$ cat src/rtl/shoot_pkg.sv
// Shared types and constants for the enemy-fire scheduler.
// Optional build macro used by the block: SHOOT_SEED_LOAD_EN (runtime LFSR reseed).
`timescale 1ns/1ps
package shoot_pkg;

  // Scheduler states
  typedef enum logic [1:0] {
    ST_IDLE = 2'd0,
    ST_SCAN = 2'd1,
    ST_REQ  = 2'd2,
    ST_COOL = 2'd3
  } shoot_state_t;

  // Power-on seed; narrower LFSRs take the low bits.
  localparam logic [31:0] LFSR_SEED_DEFAULT = 32'hACE1_5EED;

  // Right-shifting Galois feedback masks (maximal length).
  localparam logic [15:0] LFSR_TAPS_16 = 16'hB400;
  localparam logic [23:0] LFSR_TAPS_24 = 24'hE10000;
  localparam logic [31:0] LFSR_TAPS_32 = 32'h80200003;

  // Feedback mask for a supported width, zero-extended to 32 bits.
  function automatic logic [31:0] lfsr_taps(input int unsigned width);
    logic [31:0] taps;
    case (width)
      24:      taps = {8'h00, LFSR_TAPS_24};
      32:      taps = LFSR_TAPS_32;
      default: taps = {16'h0000, LFSR_TAPS_16};
    endcase
    return taps;
  endfunction

endpackage

$ cat src/rtl/shoot_lfsr.sv
// Free-running Galois LFSR that steps every pclk cycle.
// With SHOOT_SEED_LOAD_EN defined, a seed-load pulse replaces the next step with
// the supplied seed (zero maps to the default seed so the lock-up state is never entered).
`timescale 1ns/1ps
module shoot_lfsr
  import shoot_pkg::*;
#(
  parameter int LFSR_W = 16
) (
  input  logic              pclk,
  input  logic              rst,
`ifdef SHOOT_SEED_LOAD_EN
  input  logic              i_seed_load,
  input  logic [LFSR_W-1:0] i_seed,
`endif
  output logic [LFSR_W-1:0] o_lfsr
);

  localparam logic [31:0]       TAPS_ALL = lfsr_taps(LFSR_W);
  localparam logic [LFSR_W-1:0] TAPS     = TAPS_ALL[LFSR_W-1:0];
  localparam logic [LFSR_W-1:0] SEED     = LFSR_SEED_DEFAULT[LFSR_W-1:0];

  logic [LFSR_W-1:0] r_lfsr;
  logic [LFSR_W-1:0] w_step;
  logic [LFSR_W-1:0] w_next;

  // One Galois step: shift right, fold the taps in when a one falls out.
  always_comb begin
    w_step = r_lfsr >> 1;
    if (r_lfsr[0]) begin
      w_step = (r_lfsr >> 1) ^ TAPS;
    end
  end

`ifdef SHOOT_SEED_LOAD_EN
  // A seed load overrides the step; zero would lock the register, so it means default.
  always_comb begin
    w_next = w_step;
    if (i_seed_load) begin
      w_next = (i_seed == '0) ? SEED : i_seed;
    end
  end
`else
  // Without the reseed option the register only ever steps.
  always_comb begin
    w_next = w_step;
  end
`endif

  // State register, seeded by reset.
  always_ff @(posedge pclk or negedge rst) begin
    if (!rst) begin
      r_lfsr <= SEED;
    end else begin
      r_lfsr <= w_next;
    end
  end

  assign o_lfsr = r_lfsr;

endmodule

$ cat src/rtl/random_shoot_sched.sv
// Enemy-fire scheduler: once per frame the LFSR decides whether to fire, a rotating
// scan picks a live shooter from a random start slot, the choice is offered as a
// valid/ack request, then a frame-counted cooldown runs before the next decision.
// Optional build macro: SHOOT_SEED_LOAD_EN adds seed_load/seed for runtime reseeding.
//
// state | meaning
// IDLE  | waiting for a frame tick that wins the probability draw
// SCAN  | stepping the candidate slot until a live shooter is found
// REQ   | shot_valid high, waiting for shot_ack (withdrawn if shooter/enable lost)
// COOL  | counting down frames after an accepted shot
`timescale 1ns/1ps
module random_shoot_sched
  import shoot_pkg::*;
#(
  parameter  int N_ENEMIES = 8,
  parameter  int LFSR_W    = 16,
  parameter  int PROB_W    = 8,
  parameter  int COOL_W    = 6,
  localparam int IDX_W     = $clog2(N_ENEMIES)
) (
  input  logic                 pclk,
  input  logic                 rst,
  input  logic                 enable,
  input  logic                 frame_tick,
  input  logic [N_ENEMIES-1:0] alive,
  input  logic [PROB_W-1:0]    threshold,
  input  logic [COOL_W-1:0]    cooldown,
  input  logic                 shot_ack,
`ifdef SHOOT_SEED_LOAD_EN
  input  logic                 seed_load,
  input  logic [LFSR_W-1:0]    seed,
`endif
  output logic                 shot_valid,
  output logic [IDX_W-1:0]     shot_idx,
  output logic                 busy
);

  localparam logic [IDX_W:0]   N_EXT = (IDX_W+1)'(N_ENEMIES);
  localparam logic [IDX_W-1:0] N_M1  = IDX_W'(N_ENEMIES - 1);

  shoot_state_t r_state;
  logic [IDX_W-1:0]  r_cand;
  logic [IDX_W-1:0]  r_miss;
  logic [COOL_W-1:0] r_cnt;
  logic              r_valid;
  logic [IDX_W-1:0]  r_idx;
  logic              r_busy;

  logic [LFSR_W-1:0] w_lfsr;
  logic [IDX_W-1:0]  w_start_raw;
  logic [IDX_W-1:0]  w_start;
  logic [IDX_W-1:0]  w_cand_next;
  logic              w_fire;
  logic              w_unused_lfsr;

  shoot_lfsr #(
    .LFSR_W(LFSR_W)
  ) u_lfsr (
    .pclk       (pclk),
    .rst        (rst),
`ifdef SHOOT_SEED_LOAD_EN
    .i_seed_load(seed_load),
    .i_seed     (seed),
`endif
    .o_lfsr     (w_lfsr)
  );

  // Only the top and bottom fields of the LFSR feed decisions.
  assign w_unused_lfsr = ^w_lfsr;

  // Start slot from the LFSR top bits, folded once into range for non-power-of-two counts.
  always_comb begin
    w_start_raw = w_lfsr[LFSR_W-1 -: IDX_W];
    w_start     = w_start_raw;
    if ({1'b0, w_start_raw} >= N_EXT) begin
      w_start = IDX_W'({1'b0, w_start_raw} - N_EXT);
    end
  end

  // Next candidate in the rotation, and the per-frame fire decision.
  always_comb begin
    w_cand_next = (r_cand == N_M1) ? '0 : r_cand + 1'b1;
    w_fire      = frame_tick & enable & (|alive) & (w_lfsr[PROB_W-1:0] < threshold);
  end

  // Scheduler FSM with registered request outputs.
  always_ff @(posedge pclk or negedge rst) begin
    if (!rst) begin
      r_state <= ST_IDLE;
      r_cand  <= '0;
      r_miss  <= '0;
      r_cnt   <= '0;
      r_valid <= 1'b0;
      r_idx   <= '0;
      r_busy  <= 1'b0;
    end else begin
      case (r_state)
        ST_IDLE: begin
          if (w_fire) begin
            r_state <= ST_SCAN;
            r_cand  <= w_start;
            r_miss  <= '0;
            r_busy  <= 1'b1;
          end
        end
        ST_SCAN: begin
          if (!enable) begin
            r_state <= ST_IDLE;
            r_busy  <= 1'b0;
          end else if (alive[r_cand]) begin
            r_state <= ST_REQ;
            r_idx   <= r_cand;
            r_valid <= 1'b1;
          end else if (r_miss == N_M1) begin
            // a full lap without a live slot: the mask emptied after the draw
            r_state <= ST_IDLE;
            r_busy  <= 1'b0;
          end else begin
            r_cand  <= w_cand_next;
            r_miss  <= r_miss + 1'b1;
          end
        end
        ST_REQ: begin
          // losing the shooter or the enable beats a simultaneous ack
          if (!enable || !alive[r_idx]) begin
            r_state <= ST_IDLE;
            r_valid <= 1'b0;
            r_busy  <= 1'b0;
          end else if (shot_ack) begin
            r_state <= ST_COOL;
            r_cnt   <= cooldown;
            r_valid <= 1'b0;
          end
        end
        ST_COOL: begin
          if (r_cnt == '0) begin
            r_state <= ST_IDLE;
            r_busy  <= 1'b0;
          end else if (frame_tick) begin
            r_cnt   <= r_cnt - 1'b1;
          end
        end
        default: begin
          r_state <= ST_IDLE;
          r_valid <= 1'b0;
          r_busy  <= 1'b0;
        end
      endcase
    end
  end

  assign shot_valid = r_valid;
  assign shot_idx   = r_idx;
  assign busy       = r_busy;

endmodule

$ cat config.mk
export PLATFORM = sky130hd
export DESIGN_NAME = random_shoot_sched
export DESIGN_NICKNAME = d
export VERILOG_FILES = /design/src/rtl/shoot_pkg.sv /design/src/rtl/shoot_lfsr.sv /design/src/rtl/random_shoot_sched.sv
export SDC_FILE = /design/constraint.sdc
export NUM_CORES = 1
export LEC_CHECK = 0
export BUFFER_PORTS_ARGS = -buffer_cell sky130_fd_sc_hd__buf_2
export CAP_MARGIN = 10
export CORE_UTILIZATION = 36
export CTS_CLUSTER_DIAMETER = 80
export DETAILED_ROUTE_END_ITERATION = 16
export PLACE_DENSITY_LB_ADDON = 0.3
export SYNTH_ARGS = -nofsm -noshare
export SYNTH_HDL_FRONTEND = slang
export SYNTH_SLANG_ARGS = --single-unit
$ cat constraint.sdc
create_clock -name pclk -period 4.3 [get_ports pclk]
set_input_delay 0.215 -clock pclk [delete_from_list [all_inputs] [get_ports pclk]]
set_output_delay 0.215 -clock pclk [all_outputs]
set_load 0.005 [all_outputs]
* After elaboration in Yosys (flattened, before gate mapping)
Index checks and enable logic that the tools add are counted.
W data, S select, Z words.
** Cells by class
- Div/mod/pow operators :: 0
- Bitwise gates (word level) :: 4
- Mux-type cells :: 41
- Equality and inequality tests :: 20
- Multiply operators :: 0
- Magnitude comparators :: 3
- Shift-type cells :: 0
- $add $sub $neg :: 3
- Reductions and logical operators :: 15
** Operator list (number)
- $mux W3 :: 9
- $mux W6 :: 4
- $ne A2 B2 Y1 const B :: 11
- $mux W16 :: 1
- $reduce_and A5 Y1 :: 3
- $mux W2 :: 7
- $mux W1 :: 12
- $pmux W3 S2 :: 2
- $pmux W6 S2 :: 1
- $ne A3 B3 Y1 const B :: 3
- $lt A3 B4 Y1 const B :: 2
- $lt A8 B8 Y1 :: 1
- $pmux W2 S4 :: 1
- $reduce_and A4 Y1 :: 2
- $reduce_or A8 Y1 :: 1
- $add A3 B1 Y3 const B :: 2
- $bmux W1 S3 :: 2
- $eq A3 B3 Y1 const B :: 2
- $logic_not A6 Y1 :: 1
- $reduce_bool A2 Y1 :: 3
- $sub A6 B1 Y6 const B :: 1
- $eq A2 B2 Y1 const B :: 2
- $ne A4 B4 Y1 const B :: 1
- $not A3 Y4 :: 1
- other kinds (8) :: 11
** Word-level totals
- RAM bits :: 0
- Memory bits (read-only) :: 0
- Word-level logic and storage cells :: 94
- Input bits :: 27
- Output and inout port bits :: 5
- Memories :: 0
- Register bits after elaboration :: 35
- Latch bits :: 0

* Logic depth before layout (Yosys ltp)
Gate-level depths: netlist of the first run.
- Depth after elaboration :: 6
- Depth in mapped cells :: 7
- Gate-level depth less buffers :: 7

* By module
A second synthesis of the first run with hierarchy kept.
** Second synthesis, totals
- Cell total of the unflattened synthesis :: 180
- Area, all modules :: 1983.2 um^2
** Modules (own cells, without submodules)
- random_shoot_sched :: instances 1, cells an instance 148, area an instance 1445.1 um^2
- shoot_lfsr :: instances 1, cells an instance 32, area an instance 538.0 um^2

* Worst setup path before layout of the first run
No wires, ideal clock.
- Path type :: register -> register
- Start :: reg r_cand[1]
- End :: reg r_idx[0] (netlist: shot_idx[0])
- Arrival time :: 1812 ps
- Data required time :: 4175 ps
- Path buffers :: 1
- Library setup time :: 125 ps
- Cell stages (with the launch flop) :: 6
- Path slack :: 2363 ps
- Path through :: dfrtp_1 mux4_1 mux2_4 and3_4 buf_6 mux2_4
** Between the ends
- Word-level cells in the longest chain between the ends :: 3
** Ends and longest elaborated chain
- start: declaration :: line random_shoot_sched.sv:42 : logic [IDX_W-1:0] r_cand;
- start signal: assignment :: line random_shoot_sched.sv:101 : r_cand <= w_start;
- start signal: assignment :: line random_shoot_sched.sv:119 : r_cand <= w_cand_next;
- $bmux W1 S3 :: line random_shoot_sched.sv:110 : end else if (alive[r_cand]) begin
- $mux W1 (implied by the code) :: line random_shoot_sched.sv:110
- $reduce_and A3 Y1 (no line)
- end signal: assignment :: line random_shoot_sched.sv:112 : r_idx <= r_cand;
- end: declaration :: line random_shoot_sched.sv:46 : logic [IDX_W-1:0] r_idx;
No other way between the ends. The select of a mux whose other input is x is not followed.
A chain may end at the register's enable or synchronous reset.

* Worst setup path after layout of the first run
- Start :: reg r_cand[1]
- End :: reg r_cand[1]
** Between the ends
- Word-level cells in the longest chain between the ends :: 6
- Elaborated cells on any way between the ends :: 11
- Those cells by class :: add/sub (1); eq/ne (2); mux (7); reduce/logical (1)
** Ends and longest elaborated chain
- $add A3 B1 Y3 or $eq A3 B3 Y1 (tied branches) :: line random_shoot_sched.sv:82 : w_cand_next = (r_cand == N_M1) ? '0 : r_cand + 1'b1;
- $mux W3 :: line random_shoot_sched.sv:82
- $mux W3 :: line random_shoot_sched.sv:114 : end else if (r_miss == N_M1) begin
- $mux W3 :: line random_shoot_sched.sv:110
- $mux W3 :: line random_shoot_sched.sv:107 : if (!enable) begin
- $pmux W3 S2 :: line random_shoot_sched.sv:97 : case (r_state)
Several ways; a longest one is shown, not always the timed one. The select of a mux whose other input is x is not followed.

==> results.tsv, run 1 <==
stage	metric	value	unit
yosys	synth-edff-count	0	
pwr	total_power	1.28	mW
global_routing	grt_usage	15.7	%
setup_path	cp.arrival	2.37	ns
detailed_routing	drtIter0Drc	98	
final_layout	drive_gt1_share	29.4	%
final_layout	antenna_cells	0	
min_path	hp-class	in2async	
floorplan	std_cell_rows	26	
setup_path	r2r_start	r_cand[1]$_DFFE_PN0P_	
global_routing	grt_max_degree	36	
sta	rsz0062_at_grt	false	
detailed_routing	drtAntennaViolNets	0	
setup_path	crit_path_cell_trace	mux4_1 > mux2_4 > nor4_4 > a311oi_1 > a31oi_1	
run_status	outcome	finished with violations	
floorplan	initial_core_util	37.9	%
pwr	total_leakage_power	1.06	nW
final_layout	layout.nets	250	
sta	finalHoldViolations	14	
global_routing	grt_first_pass_wirelength	7150	um
yosys	ys_seq_area_share	45.1	%
setup_path	slowest_stage	mux4_1	
setup_path	r2r-end	r_cand[1]$_DFFE_PN0P_	
yosys	syn_area	0.00197	mm2
detailed_routing	vias	1495	
placed_design	placedCellCount	273	
clocking	path_clk_slew	0.08	ns
sta	finalCritPeriodShare	50.8	%
placed_design	dp_hpwl	3030	um
sta	slew_headroom	49.7	%
sta	clock_skew	0.00820	ns
flow_run	drv_cap	0	
placed_design	place_congestion	0.784	
setup_path	reg2reg_setup_slack	2.12	ns
setup_path	slowest_delay	0.61	ns
floorplan	fp.dieW	76.0	um
detailed_routing	first_pass_iters	4	
sta	tightest_slew	0.754	ns
floorplan	dieArea	0.00578	mm2
yosys	yosys_warnings	0	
yosys	syn-instance-count	177	
floorplan	fp.dieH	76.0	um
global_routing	antenna_found_initial	0	
pwr	pwr_density_cell	564	mW/mm2
yosys	synthDistinctLibCells	47	
sta	period_needed	2.18	ns
sta	whs	-0.0172	ns
sta	setup_viol	0	
yosys	synth_fp_nets	217	
detailed_routing	routed_wl	4130	um
setup_path	critical_path.startpoint_type	flip-flop	
clocking	post-cts-setup-buffer-count	0	
setup_path	crit_required	4.49	ns
sta	report.final.slew_viol_count	0	
final_layout	final_cell_area	0.00227	mm2
floorplan	core_area	0.00520	mm2
run_status	violations	negative hold slack	
clocking	cts_tree	done	
detailed_routing	wl_per_cell	14.7	um
global_routing	overflow	0	
clocking	clockBufferDepth	2	
yosys	syn_avg_cell_area	11.1	um2
clocking	clock_latency	0.29	ns
final_layout	synthToLayoutAreaGrowth	15.2	%
global_routing	grt_pass1_vias	1413	
clocking	cts_resized	0	
placed_design	numPortBuffers	31	
setup_path	reg2reg_depth	5	
detailed_routing	avgViaCountPerCell	5.32	
sta	fmax	458	MHz
clocking	cts_buffers	5	
sta	fin_ws	2.12	ns
yosys	synthFlopType	dfrtp_1	
final_layout	num-fill-cells	527	
placed_design	dpl_cell_area	0.00218	mm2
clocking	cts_sinks	35	
clocking	htreeDepth	2	
sta	finalSetupTns	0	ns
setup_path	worstSetupPathType	reg2reg	
floorplan	io-pin-count	32	
final_layout	utilization	43.6	%
detailed_routing	route.detailed.drc	0	
final_layout	layout.cells.non_filler	281	
clocking	hold_buffers	0	
placed_design	post-place-ws	2.18	ns
pwr	vdd_ir_drop_max	326	uV
yosys	synth_seq_cells	35	
setup_path	worstPathMaxFanout	6	
yosys	synthArstFlopShare	100	%
clocking	cts-root-buf	clkbuf_8	
setup_path	end_kind	flip-flop	
-- registers in the layout, indices dropped and copies added, names as in the netlist --
name and count:
r_cnt 6, r_miss 3, busy 1, r_state 2, r_cand 3, shot_valid 1
u_lfsr.o_lfsr 16, shot_idx 3
-- worst max-delay path: cells and delay by family, from the launching register on --
| kind | cells | cell delay (ns) |
|---|---|---|
| flip-flops | 1 | 0.49 |
| AO/OA/AOI/OAI | 2 | 0.31 |
| AND/OR/NAND/NOR | 1 | 0.36 |
| multiplexers | 2 | 0.93 |
-- cell usage after synthesis (all sizes together), types with 4 or more instances --
library cell / n / area share [%]
ha: 13 / 8.2
mux2i: 4 / 2.0
nor3: 5 / 1.3
buf: 4 / 1.5
inv: 16 / 3.0
dfrtp: 24 / 30
a311oi: 4 / 2.1
a21o: 4 / 1.5
mux2: 7 / 4.9
dfstp: 11 / 15
nor2: 11 / 2.1
nand2: 9 / 1.7
a211oi: 6 / 2.3
a31oi: 4 / 1.3
a21oi: 9 / 2.3
o21ai: 5 / 1.3
nand2b: 4 / 1.3
-- how the worst max path moves through the flow --
stage | from | to | slack (ns)
after CTS | r_cand[1]$_DFFE_PN0P_ | r_cand[1]$_DFFE_PN0P_ | 2.16
after floorplan | r_cand[1]$_DFFE_PN0P_ | shot_idx[0]$_DFFE_PN0P_ | 2.36
after global placement | r_cand[1]$_DFFE_PN0P_ | r_cand[1]$_DFFE_PN0P_ | 2.17
final | r_cand[1]$_DFFE_PN0P_ | r_cand[1]$_DFFE_PN0P_ | 2.12
after global routing | r_state[0]$_DFFE_PN0P_ | r_cnt[2]$_DFFE_PN0P_ | 2.02
after detailed placement | r_cand[1]$_DFFE_PN0P_ | r_cand[1]$_DFFE_PN0P_ | 2.18
-- per-layer routing --
layer | GRT usage [%] | vias up | part of all wire (%)
met4 | 4.04 | 0 | 0.75
met3 | 4.19 | 4 | 6.1
li1 | - | 731 | -
met1 | 23.6 | 703 | 52
met5 | 0 | - | 0
met2 | 22.1 | 57 | 42
-- cell type report --
type | count | area, um2 | share of cell area (%)
clock buffer | 5 | 68.8 | 3.03
timing repair buffer | 31 | 155 | 6.83
tap | 70 | 87.6 | 3.86
clock inverter | 3 | 20.0 | 0.882
inverter | 16 | 60.1 | 2.64
multi-input combinational | 121 | 990 | 43.6
sequential | 35 | 890 | 39.2
-- power breakdown --
group	switching, mW	internal [mW]
Combinational	0.252	0.251
Sequential	0.130	0.410
Clock	0.125	0.113
Total	0.507	0.774
-- logic make-up (layout without fill, tap and decap cells) --
| family | Yosys count | after routing | synth area share, % |
|---|---|---|---|
| flip-flops | 35 | 35 | 45.1 |
| adder cells (fa/ha/maj) | 13 | 13 | 8.25 |
| buffers and inverters | 21 | 55 | 4.69 |
| XOR/XNOR | 3 | 3 | 1.33 |
| AND/OR/NAND/NOR | 41 | 41 | 11.1 |
| multiplexers | 13 | 13 | 9.64 |
| AO/OA/AOI/OAI | 51 | 51 | 19.9 |
-- cells in the final DEF (no fill, tap or decap), types with 3 or more instances in the layout --
master    count
a211oi_1      6
a21o_1        4
a21oi_1       9
a311oi_1      3
a31oi_1       4
buf_2        31
clkbuf_8      5
dfrtp_1      24
dfstp_2      11
ha_1         13
inv_1        15
mux2_4        5
mux2i_1       4
nand2_1       9
nand2b_1      4
nand3_1       3
nor2_1       11
nor3_1        5
o21ai_1       3
xor2_1        3
(Power assumes the default switching activity.)
==> run 2: changes to the inputs <==
clock period = 2.1 ns   (was 4.3 ns; I/O delays follow)
==> run 2 against run 1 <==
The run now ends clean; register-to-register slack worse by 2.0 ns; clock skew down 0.0035 ns; power increased by 120%; sequential cell count did not move; sequential share of layout area shrank 1.8 points; clock-buffer cell count unchanged; via count increased by 1.0%.
==> results.tsv, run 2 (same netlist as run 1, synthesis figures left out) <==
stage	metric	value	unit	change
run_status	outcome	complete, no violations		
floorplan	core_area	0.00520	mm2	unchanged
final_layout	layout_common_cells	buf_2 (31), dfrtp_1 (24), inv_1 (15), ha_1 (13)		
detailed_routing	drtAntennaViolNets	0		unchanged
placed_design	numPortBuffers	31		unchanged
global_routing	grt_pass1_vias	1444		+2.2%
final_layout	final_cell_area	0.00238	mm2	+4.7%
sta	slew_headroom	48.3	%	-1.5 points
flow_run	drv_cap	0		unchanged
detailed_routing	vias	1510		+1.0%
pwr	seq_power_share	37.3	%	-4.9 points
clocking	cts_sinks	35		unchanged
floorplan	initial_core_util	37.9	%	unchanged
setup_path	critical_path.startpoint_type	flip-flop		
sta	report.final.slew_viol_count	0		unchanged
setup_path	crit_required	2.25	ns	-2.24 ns
setup_path	cp.arrival	2.12	ns	-0.25 ns
global_routing	grt_max_degree	36		unchanged
setup_path	crit_path_cell_trace	ha_1 > a21oi_1 > o2111ai_2 > a311oi_4 > mux2_4 > a31oi_1		
pwr	p_comb_share	40.5	%	+1.2 points
floorplan	std_cell_rows	26		unchanged
sta	finalHoldViolations	0		-14
clocking	clockBufferDepth	2		unchanged
detailed_routing	drtIter0Drc	112		+14%
detailed_routing	wl_per_cell	14.2	um	-3.2%
setup_path	path_buf_inv	0		unchanged
pwr	total_leakage_power	1.12	nW	+5.7%
global_routing	antenna_found_initial	0		unchanged
final_layout	largest_reg_flops	16		unchanged
setup_path	slowest_stage	dfstp_2		
clocking	clock_latency	0.29	ns	about the same
placed_design	place_congestion	0.892		+14%
clocking	path_clk_slew	0.08	ns	about the same
placed_design	dpl_cell_area	0.00223	mm2	+2.1%
setup_path	worstPathMaxFanout	7		+1
detailed_routing	first_pass_iters	5		+1
detailed_routing	route.detailed.drc	0		unchanged
final_layout	final_common_cell	buf_2		
clocking	cts_buffers	5		unchanged
final_layout	drive_gt1_share	32.0	%	+2.6 points
final_layout	num-fill-cells	491		-6.8%
clocking	htreeDepth	2		unchanged
pwr	clkPwrFrac	22.2	%	+3.6 points
pwr	power.switching	1.04	mW	+100%
detailed_routing	avgViaCountPerCell	5.22		-1.8%
setup_path	crit_family	compound AO/OA/AOI/OAI gates		
pwr	vdd_ir_drop_max	444	uV	+36%
sta	period_needed	1.98	ns	-0.206 ns
detailed_routing	routed_wl	4120	um	-0.41%
sta	fmax	506	MHz	+10%
sta	clock_skew	0.00469	ns	-0.00351 ns
global_routing	grt_usage	15.5	%	-0.20 points
sta	setup_viol	0		unchanged
final_layout	antenna_cells	0		unchanged
global_routing	grt_first_pass_wirelength	7080	um	-0.97%
clocking	cts-root-buf	clkbuf_8		
pwr	power.share.switching	36.9	%	-2.7 points
sta	finalCritPeriodShare	94.1	%	+43 points
clocking	cts_tree	done		
final_layout	layout.nets	258		+3.2%
pwr	pwr_density_cell	1180	mW/mm2	+110%
min_path	hp-class	in2reg		
floorplan	io-pin-count	32		unchanged
setup_path	slowest_delay	0.53	ns	-0.08 ns
setup_path	worstSetupPathType	reg2reg		
pwr	p_int	1.77	mW	+130%
floorplan	fp.dieH	76.0	um	unchanged
final_layout	utilization	45.7	%	+2.1 points
floorplan	dieArea	0.00578	mm2	unchanged
sta	tightest_slew	0.776	ns	+0.0223 ns
floorplan	fp.dieW	76.0	um	unchanged
final_layout	multiInputGateArea	0.00101	mm2	+1.8%
placed_design	dp_hpwl	3070	um	+1.4%
global_routing	overflow	0		unchanged
final_layout	seq_area	890	um2	unchanged
setup_path	end_kind	flip-flop		
final_layout	synthToLayoutAreaGrowth	20.6	%	
## run 2: metrics by stage
stage	setup TNS (ns)	power, mW	std cells	hold slack (ns)	worst slack (ns)
floorplan	0	1.86	177	-0.191	0.163
global placement	0	2.17	279	0.229	0.0867
detailed placement	0	2.18	279	0.234	0.0428
CTS	0	2.83	288	0.0814	0.0245
global route	-0.00859	3.03	289	0.101	-0.00499
finish	0	2.81	289	0.0908	0.124
## run 2: path summary, 6_finish.rpt
path,start,to,slack [ns],cells after the start
setup / recovery,u_lfsr.o_lfsr[5]$_DFF_PN1_,r_miss[0]$_DFFE_PN0P_,0.12,6
hold / removal,cooldown[4],r_cnt[4]$_DFFE_PN0P_,0.09,3
min in group asynchronous,rst,r_cnt[0]$_DFFE_PN0P_,0.42,2
max in group asynchronous,rst,r_state[0]$_DFFE_PN0P_,1.18,2
setup reg to reg,u_lfsr.o_lfsr[5]$_DFF_PN1_,r_miss[0]$_DFFE_PN0P_,0.12,6
hold reg to reg,u_lfsr.o_lfsr[8]$_DFF_PN0_,u_lfsr.o_lfsr[7]$_DFF_PN1_,0.35,0
## run 2: power by group through the flow
stage          Clock [mW]  Sequential, mW  Combinational [mW]
2_1_floorplan           0           0.999               0.865
3_3_place_gp            0            1.05                1.12
3_5_place_dp            0            1.06                1.13
4_1_cts             0.650            1.05                1.13
5_1_grt             0.681            1.08                1.26
6_report            0.623            1.05                1.14
## run 2: timing repair
action	in CTS	in global routing
resized for setup	0	2
endpoints found under the setup margin	0	8
hold buffers	1	0
endpoints found under the hold margin	24	0
setup buffers	0	1
## run 2: per-layer routing
layer | track usage [%] | vias to the layer above | part of all wire, %
met1 | 21.5 | 716 | 49
met3 | 4.19 | 4 | 4.1
met5 | 0 | - | 0
met4 | 5.19 | 0 | 1.1
li1 | - | 752 | -
met2 | 23.3 | 38 | 46
## run 2: cell type report
| type | count | area share (%) |
|---|---|---|
| Multi-Input combinational cell | 121 | 42.3 |
| Sequential cell | 35 | 37.4 |
| Timing Repair Buffer | 39 | 9.15 |
| Tap cell | 70 | 3.68 |
| Clock buffer | 5 | 2.89 |
| Inverter | 16 | 2.52 |
| Clock inverter | 3 | 2.00 |
## run 2: tightest hold or removal path, cell delays in order
cell	delay (ns)
buf_2	0.07
a21oi_1	0.05
o2bb2ai_1	0.11
==> run 3: changes to the inputs <==
--- a/config.mk
+++ b/config.mk
@@ -12,4 +12,5 @@
 export DETAILED_ROUTE_END_ITERATION = 16
 export PLACE_DENSITY_LB_ADDON = 0.3
+export SLEW_MARGIN = 0
 export SYNTH_ARGS = -nofsm -noshare
 export SYNTH_HDL_FRONTEND = slang
==> constraint.sdc (replaced) <==
create_clock -name pclk -period 2.1 [get_ports pclk]
set_input_delay 0.21 -clock pclk [delete_from_list [all_inputs] [get_ports pclk]]
set_output_delay 0.21 -clock pclk [all_outputs]
set_load 0.005 [all_outputs]
==> run 3 against run 2 <==
The flow now finishes with violations (negative hold slack); clock-buffer cell count did not move; wire length increased by 0.22%; clock power is essentially flat; combinational power about the same; sequential share of layout area up 0.16 points; maximum frequency is 0.40% lower; cell area down 0.42%; critical path depth unchanged; global-route usage did not move; largest power group unchanged.
==> results.tsv, run 3 (same netlist as run 1, synthesis figures left out) <==
stage	metric	value	unit	change
setup_path	slowest_stage	dfstp_2		
clocking	clockBufferDepth	2		unchanged
sta	setup_viol	0		unchanged
sta	finalCritPeriodShare	94.5	%	+0.38 points
sta	period_needed	1.98	ns	+0.00802 ns
pwr	vdd_ir_drop_max	443	uV	-0.22%
clocking	htreeDepth	2		unchanged
sta	slew_headroom	48.3	%	about the same
min_path	hp-class	in2async		
floorplan	fp.dieW	76.0	um	unchanged
final_layout	synthToLayoutAreaGrowth	20.1	%	
global_routing	use_met2	23.3	%	unchanged
global_routing	antenna_found_initial	0		unchanged
detailed_routing	drtIter0Drc	87		-22%
detailed_routing	vias	1498		-0.79%
run_status	violations	negative hold slack		
sta	whs	-0.0118	ns	-0.103 ns
floorplan	initial_core_util	37.9	%	unchanged
floorplan	dieArea	0.00578	mm2	unchanged
setup_path	r2r_start	u_lfsr.o_lfsr[5]$_DFF_PN1_		
setup_path	worstSetupPathType	reg2reg		
sta	fmax	504	MHz	-0.40%
setup_path	reg2reg_depth	6		unchanged
floorplan	fp.dieH	76.0	um	unchanged
clocking	hold_buffers	0		-1
floorplan	io-pin-count	32		unchanged
clocking	cts_tree	done		
setup_path	slowest_delay	0.53	ns	about the same
detailed_routing	wl_per_cell	14.3	um	+0.57%
sta	tightest_slew	0.776	ns	-0.000487 ns
global_routing	gr-usage-met1	21.5	%	unchanged
final_layout	largest_reg_flops	16		unchanged
clocking	cts_buffers	5		unchanged
global_routing	overflow	0		unchanged
setup_path	crit_path_cell_trace	ha_1 > a21oi_1 > o2111ai_2 > a311oi_4 > mux2_4 > a31oi_1		
setup_path	cp.arrival	2.13	ns	about the same
final_layout	layout_common_cells	buf_2 (31), dfrtp_1 (24), inv_1 (15), ha_1 (13)		
setup_path	worstPathMaxFanout	7		unchanged
detailed_routing	route.detailed.drc	0		unchanged
final_layout	drive_gt1_share	32.1	%	+0.15 points
sta	clock_skew	0.00481	ns	+0.000116 ns
final_layout	final_common_cell	buf_2		
pwr	pwr_density_cell	1180	mW/mm2	+0.41%
placed_design	dp_hpwl	3070	um	unchanged
setup_path	critical_path.startpoint_type	flip-flop		
detailed_routing	avgViaCountPerCell	5.20		-0.45%
clocking	clock_latency	0.29	ns	about the same
global_routing	top_usage_layer	met2		
pwr	total_power	2.80	mW	about the same
setup_path	reg2reg_setup_slack	0.12	ns	about the same
final_layout	antenna_cells	0		unchanged
run_status	outcome	finished with violations		
placed_design	numPortBuffers	31		unchanged
setup_path	r2r-end	r_miss[0]$_DFFE_PN0P_		
setup_path	end_kind	flip-flop		
global_routing	grt_usage	15.5	%	unchanged
detailed_routing	drtAntennaViolNets	0		unchanged
clocking	cts-root-buf	clkbuf_8		
final_layout	utilization	45.5	%	-0.19 points
global_routing	grt_max_degree	36		unchanged
sta	finalHoldViolations	7		+7
flow_run	drv_cap	0		unchanged
pwr	total_leakage_power	1.12	nW	-0.37%
floorplan	std_cell_rows	26		unchanged
final_layout	layout.nets	257		-0.39%
detailed_routing	first_pass_iters	4		-1
placed_design	place_congestion	0.892		unchanged
global_routing	grt_pass1_vias	1444		unchanged
global_routing	grt_first_pass_wirelength	7080	um	unchanged
clocking	cts_sinks	35		unchanged
clocking	path_clk_slew	0.08	ns	about the same
global_routing	grt_use_met3	4.19	%	unchanged
setup_path	path_buf_inv	0		unchanged
detailed_routing	routed_wl	4130	um	+0.22%
sta	report.final.slew_viol_count	0		unchanged
floorplan	core_area	0.00520	mm2	unchanged
setup_path	crit_required	2.25	ns	about the same
setup_path	crit_family	compound AO/OA/AOI/OAI gates		
[run 3: cell count changes in the layout (fill, tap and decap cells not counted)]
cell	delta
dlygate4sd3_1	-1
[run 3: timing repair]
| item | in CTS | in global routing |
|---|---|---|
| gates resized for setup | 0 | 2 |
| endpoints found under the setup margin | 0 | 8 |
| setup buffers | 0 | 1 |
[run 3: cell type report]
cell class | instances | area [um2]
clock buffer | 5 | 68.8
clock inverter | 3 | 47.5
fill | 490 | 2840
inverter | 16 | 60.1
multi-input combinational | 121 | 1010
sequential | 35 | 890
tap | 70 | 87.6
timing repair buffer | 38 | 208
[run 3: worst max-delay path by stage]
stage,to,from,depth (start not counted),slack (ns)
floorplan,shot_idx[0]$_DFFE_PN0P_,r_cand[1]$_DFFE_PN0P_,5,0.16
global placement,r_cand[0]$_DFFE_PN0P_,u_lfsr.o_lfsr[1]$_DFF_PN0_,5,0.09
detailed placement,r_cand[2]$_DFFE_PN0P_,r_cand[1]$_DFFE_PN0P_,5,0.04
CTS,r_cand[2]$_DFFE_PN0P_,r_cand[1]$_DFFE_PN0P_,5,0.02
global route,r_cand[0]$_DFFE_PN0P_,u_lfsr.o_lfsr[5]$_DFF_PN1_,6,-0.005
finish,r_miss[0]$_DFFE_PN0P_,u_lfsr.o_lfsr[5]$_DFF_PN1_,6,0.12
[run 3: per-stage QoR]
step | hold WS [ns] | setup WS (ns) | instances | instance area [um2] | TNS, ns
3_5_place_dp | 0.338 | 0.0428 | 279 | 2230 | 0
4_1_cts | 0.0162 | 0.0245 | 287 | 2340 | 0
6_report | -0.0118 | 0.116 | 288 | 2370 | 0
3_3_place_gp | 0.334 | 0.0867 | 279 | 2230 | 0
2_1_floorplan | -0.0856 | 0.163 | 177 | 1970 | 0
5_1_grt | 0.0422 | -0.00499 | 288 | 2370 | -0.00859
[run 3: routing by layer]
metal	vias to the layer above	part of all wire (%)
met5	-	0
met4	0	1.2
met3	6	4.1
met2	42	45
met1	705	49
li1	745	-
[run 3: power breakdown]
group | switching (mW) | internal (mW) | total (mW)
Combinational | 0.564 | 0.569 | 1.13
Sequential | 0.208 | 0.840 | 1.05
Clock | 0.264 | 0.360 | 0.624
Total | 1.04 | 1.77 | 2.80
